===== src/rtl/apb_gpio_master_arb.sv =====
// Round-robin arbiter feeding a single APB master sequencer (IDLE/SETUP/ACCESS).
// One request is latched per transfer; completion is a one-cycle pulse to the winner.
module apb_gpio_master_arb #(
    parameter int NUM_REQ    = 4,
    parameter int DATA_WIDTH = 32,
    parameter int ADDR_WIDTH = 8,
    parameter int TIMEOUT    = 16
) (
    input  logic                            pclk,
    input  logic                            preset,
    input  logic [NUM_REQ-1:0]              req_valid,
    input  logic [NUM_REQ-1:0]              req_write,
    input  logic [NUM_REQ*ADDR_WIDTH-1:0]   req_addr,
    input  logic [NUM_REQ*DATA_WIDTH-1:0]   req_wdata,
    output logic [NUM_REQ-1:0]              req_ready,
    output logic [NUM_REQ-1:0]              rsp_valid,
    output logic [DATA_WIDTH-1:0]           rsp_rdata,
    output logic                            rsp_err,
    output logic                            psel,
    output logic                            penable,
    output logic                            pwrite,
    output logic [ADDR_WIDTH-1:0]           paddr,
    output logic [DATA_WIDTH-1:0]           pwdata,
    input  logic [DATA_WIDTH-1:0]           prdata,
    input  logic                            pready,
    input  logic                            pslverr,
    output logic                            busy
);

    localparam int IDX_W = (NUM_REQ > 1) ? $clog2(NUM_REQ) : 1;
    localparam int CNT_W = (TIMEOUT > 0) ? $clog2(TIMEOUT + 1) : 1;
    localparam logic [CNT_W-1:0] CNT_LAST = CNT_W'((TIMEOUT > 0) ? TIMEOUT - 1 : 0);

    typedef enum logic [1:0] {
        ST_IDLE   = 2'd0,
        ST_SETUP  = 2'd1,
        ST_ACCESS = 2'd2
    } state_t;

    state_t             state;
    state_t             state_nxt;
    logic [IDX_W-1:0]   last;
    logic [IDX_W-1:0]   gnt;
    logic [IDX_W-1:0]   winner;
    logic [IDX_W-1:0]   cand;
    logic               found;
    logic               any_req;
    logic               timeout_hit;
    logic [CNT_W-1:0]   wait_cnt;

    assign any_req = |req_valid;

    // Search starts one past the previous winner so every requester gets a turn.
    always_comb begin
        found  = 1'b0;
        winner = last;
        cand   = last;
        for (int k = 1; k <= NUM_REQ; k++) begin
            cand = IDX_W'((int'(last) + k) % NUM_REQ);
            if (!found && req_valid[cand]) begin
                found  = 1'b1;
                winner = cand;
            end
        end
    end

    always_comb begin
        state_nxt   = state;
        req_ready   = '0;
        timeout_hit = 1'b0;
        case (state)
            ST_IDLE: begin
                if (any_req) begin
                    req_ready[winner] = 1'b1;
                    state_nxt         = ST_SETUP;
                end
            end
            ST_SETUP: state_nxt = ST_ACCESS;
            ST_ACCESS: begin
                if (pready) begin
                    state_nxt = ST_IDLE;
                end else if ((TIMEOUT != 0) && (wait_cnt == CNT_LAST)) begin
                    timeout_hit = 1'b1;
                    state_nxt   = ST_IDLE;
                end
            end
            default: state_nxt = ST_IDLE;
        endcase
    end

    // APB strobes come straight from the state register so they cannot glitch.
    assign psel    = (state == ST_SETUP) || (state == ST_ACCESS);
    assign penable = (state == ST_ACCESS);
    assign busy    = (state != ST_IDLE);

    always_ff @(posedge pclk) begin
        if (preset) begin
            state     <= ST_IDLE;
            last      <= IDX_W'(NUM_REQ - 1);
            gnt       <= '0;
            pwrite    <= 1'b0;
            paddr     <= '0;
            pwdata    <= '0;
            rsp_valid <= '0;
            rsp_rdata <= '0;
            rsp_err   <= 1'b0;
            wait_cnt  <= '0;
        end else begin
            state     <= state_nxt;
            rsp_valid <= '0;
            case (state)
                ST_IDLE: begin
                    if (any_req) begin
                        last   <= winner;
                        gnt    <= winner;
                        pwrite <= req_write[winner];
                        paddr  <= req_addr[int'(winner)*ADDR_WIDTH +: ADDR_WIDTH];
                        pwdata <= req_wdata[int'(winner)*DATA_WIDTH +: DATA_WIDTH];
                    end
                end
                ST_SETUP: wait_cnt <= '0;
                ST_ACCESS: begin
                    if (pready) begin
                        rsp_valid[gnt] <= 1'b1;
                        rsp_rdata      <= pwrite ? '0 : prdata;
                        rsp_err        <= pslverr;
                    end else if (timeout_hit) begin
                        rsp_valid[gnt] <= 1'b1;
                        rsp_rdata      <= '0;
                        rsp_err        <= 1'b1;
                    end else if (wait_cnt != '1) begin
                        wait_cnt <= wait_cnt + 1'b1;
                    end
                end
                default: ;
            endcase
        end
    end

endmodule


===== config.mk =====
export PLATFORM = sky130hd
export DESIGN_NAME = apb_gpio_master_arb
export DESIGN_NICKNAME = d
export VERILOG_FILES = /design/src/rtl/apb_gpio_master_arb.sv
export SDC_FILE = /design/constraint.sdc
export NUM_CORES = 1
export LEC_CHECK = 0
export ABC_AREA = 0
export BUFFER_PORTS_ARGS = -buffer_cell sky130_fd_sc_hd__buf_4
export CAP_MARGIN = 5
export CORE_AREA = 2 2 111 113
export CTS_CLUSTER_DIAMETER = 40
export CTS_CLUSTER_SIZE = 25
export DETAILED_ROUTE_END_ITERATION = 8
export DIE_AREA = 0 0 113 115
export PLACE_DENSITY = 0.78
export SETUP_SLACK_MARGIN = 0.15
export SLEW_MARGIN = 10
export SYNTH_ARGS = -nofsm -noshare
export SYNTH_HDL_FRONTEND = slang
export SYNTH_SLANG_ARGS = --single-unit

===== constraint.sdc =====
create_clock -name pclk -period 4.1 [get_ports pclk]
set_clock_uncertainty 0.15 [all_clocks]
set_input_delay 0.205 -clock pclk [delete_from_list [all_inputs] [get_ports pclk]]
set_output_delay 0.205 -clock pclk [all_outputs]
set_load 0.02 [all_outputs]

==> reports/qor.yml <==
status: "complete, but fails checks"
violations: "DRC"
worst_pin_slew_ns: 1.22
diodes: 0
synth-seq-cells: 89
ios: 289
ir_drop_mv: 0.181
crit_arrival_ns: 2.23
firstDrtPassIters: 7
leakage_nw: 3.45
drtIter0Drc: 235
fin_nets: 948
drtAntennaViolNets: 0
synth_ff_type: "dfxtp_1"
timing.setup.tns_ns: 0
relSlewSlack_pct: 18.3
synth_edf_count: 0
syn_area_sq_um: 4470
clk_path_buf_depth: 2
slew_viol_final: 0
routed_wl_um: 15700
core-area_sq_um: 11800
synth_cell_types: 37
die_h_um: 115
hold_viol: 0
p_per_area_nw_per_um2: 398
avgSynthCellArea_sq_um: 10.2
die_area_sq_um: 13000
cts_buffers: 9
clk_pin_slew_worst_paths_ns: 0.06
cts_tree: "yes"
fin_crit_ns: 2.59
num_vias: 4587
clock-sinks: 89
fillers: 968
timing.final.crit_share_pct: 63.1
start_util_pct: 37.9
global_route.usage.met1_pct: 23.8
critPathKind: "flip-flop to primary output"
viasPerCell: 5.17
post_drt_wl_per_cell_um: 17.7
cp_max_fo: 82
end_kind: "primary output"
clk_latency_ns: 0.33
grt_pass1_vias: 4640
hold_slack_ns: 0.00628
async_reset_ff_share_pct: 0
maxCapViolations: 0
gr-total-overflow: 0
cp.required_ns: 3.74
use_met2_pct: 43.3
grt_busiest_layer: "met2"
areaGrowthSynthToFinish_pct: 61.3
antenna_found_initial: 0
grt_max_degree: 83
dp_hpwl_um: 11500
multi_input_comb_area_sq_um: 2470
grt_use_total_pct: 22.8
min_path_type: "input pin to flip-flop"
ff2ff_setup_slack_ns: 1.52
place_congestion: 0.871
rsz0062_at_grt: "no"
die_w_um: 113
rows: 40
htree_levels: 3
port_buffers: 288
drc: 20
yosysWarnings: 0
regArea_sq_um: 1780
fmax_ghz: 0.387
cp-start-kind: "flip-flop"
syn_inst: 440
final-setup-viol-count: 0
cts_root_buf: "clkbuf_16"
synth_nets: 651
drive_above_1_share_pct: 47.9
design_area_sq_um: 7210
place_area_sq_um: 6660
grt_pass1_wl_um: 23300
grt_use_met3_pct: 6.06
ys_seq_area_share_pct: 39.8
## state kept, by name, summed over array words and instances (netlist names)
| register | cells |
|---|---|
| gnt | 2 |
| last | 2 |
| paddr | 8 |
| pwdata | 32 |
| pwrite | 1 |
| rsp_err | 1 |
| rsp_rdata | 32 |
| rsp_valid | 4 |
| state | 2 |
| wait_cnt | 5 |
## metrics by stage
step	power [mW]	worst slack, ns	utilization (%)	std cells
finish	2.87	1.51	61.1	888
floorplan	1.71	2.05	-	440
global placement	2.10	1.55	56.4	844
detailed placement	2.13	1.49	56.4	844
CTS	2.89	1.49	61.0	887
global route	3.00	1.35	61.1	888
## logic make-up after synthesis
kind of cell,Yosys count,share of synthesized area (%)
AND/OR/NAND/NOR,130,12.5
AO/OA/AOI/OAI,89,21.3
flip-flops,89,39.8
multiplexers,83,18.6
buffers and inverters,40,5.43
adder cells (fa/ha/maj),7,1.96
XOR/XNOR,2,0.392
## cell usage in the layout, fill, tap and decap left out, types with 7 or more instances in the layout
master           n
ha_1             7
a21oi_1          9
mux2i_1         83
nand2_1         51
buf_4          291
dfxtp_1         89
nor2_1          50
o221ai_2        41
dlygate4sd3_1   29
a22oi_1         32
clkbuf_16        9
## layout make-up
class,count,share of cell area [%]
Timing Repair Buffer,321,34.6
Multi-Input combinational cell,311,34.2
Sequential cell,89,24.7
Clock buffer,12,3.42
Tap cell,147,2.55
Inverter,5,0.260
Clock inverter,3,0.243
## worst max-delay path, stage by stage (launching register included)
cell and delay (ns):
dfxtp_1 0.50, mux2i_1 0.22, nor2_1 0.09, nor3_4 0.32
buf_12 0.44, nor2_1 0.11, buf_4 0.18
## worst paths after layout
| kind | to | cells past startpoint | startpoint |
|---|---|---|---|
| max reg2reg | rsp_rdata[5] | 7 | wait_cnt[0] |
| max | req_ready[1] | 6 | last[1] |
| min reg2reg | paddr[5] | 2 | paddr[5] |
| min | rsp_rdata[18] | 3 | prdata[18] |
## where the power goes
part	total (mW)	internal, mW	switching, mW
Clock	0.743	0.422	0.321
Combinational	1.08	0.515	0.561
Sequential	1.05	0.979	0.0752
## synthesized netlist by cell type (3+ instances only)
cell      number  share of area (%)
o221ai_2      41                 14
dfxtp_1       89                 40
nand2_1       51                4.3
nand2b_1       3               0.42
clkbuf_1      15                1.3
nor2_1        52                4.4
a21oi_1        9                1.0
or3_1          3               0.42
ha_1           7                2.0
a22oi_1       32                5.4
buf_6          6                1.5
mux2i_1       83                 19
inv_1          5               0.42
buf_4         10                1.7
nor3_1         6               0.67
## routing by layer
layer | share of wire (%) | routed length [um] | up-vias
met3 | 9.4 | 1470 | 32
li1 | - | - | 2216
met5 | 0 | 0 | -
met2 | 52 | 8180 | 202
met4 | 2.7 | 425 | 0
met1 | 36 | 5600 | 2137
## what timing repair did
action	CTS	global route
resized for setup	0	0
buffers inserted	0	0
endpoints found under the setup margin	0	0
endpoints found under the hold margin	28	1
hold buffers	28	1
(Power assumes the default switching activity.)
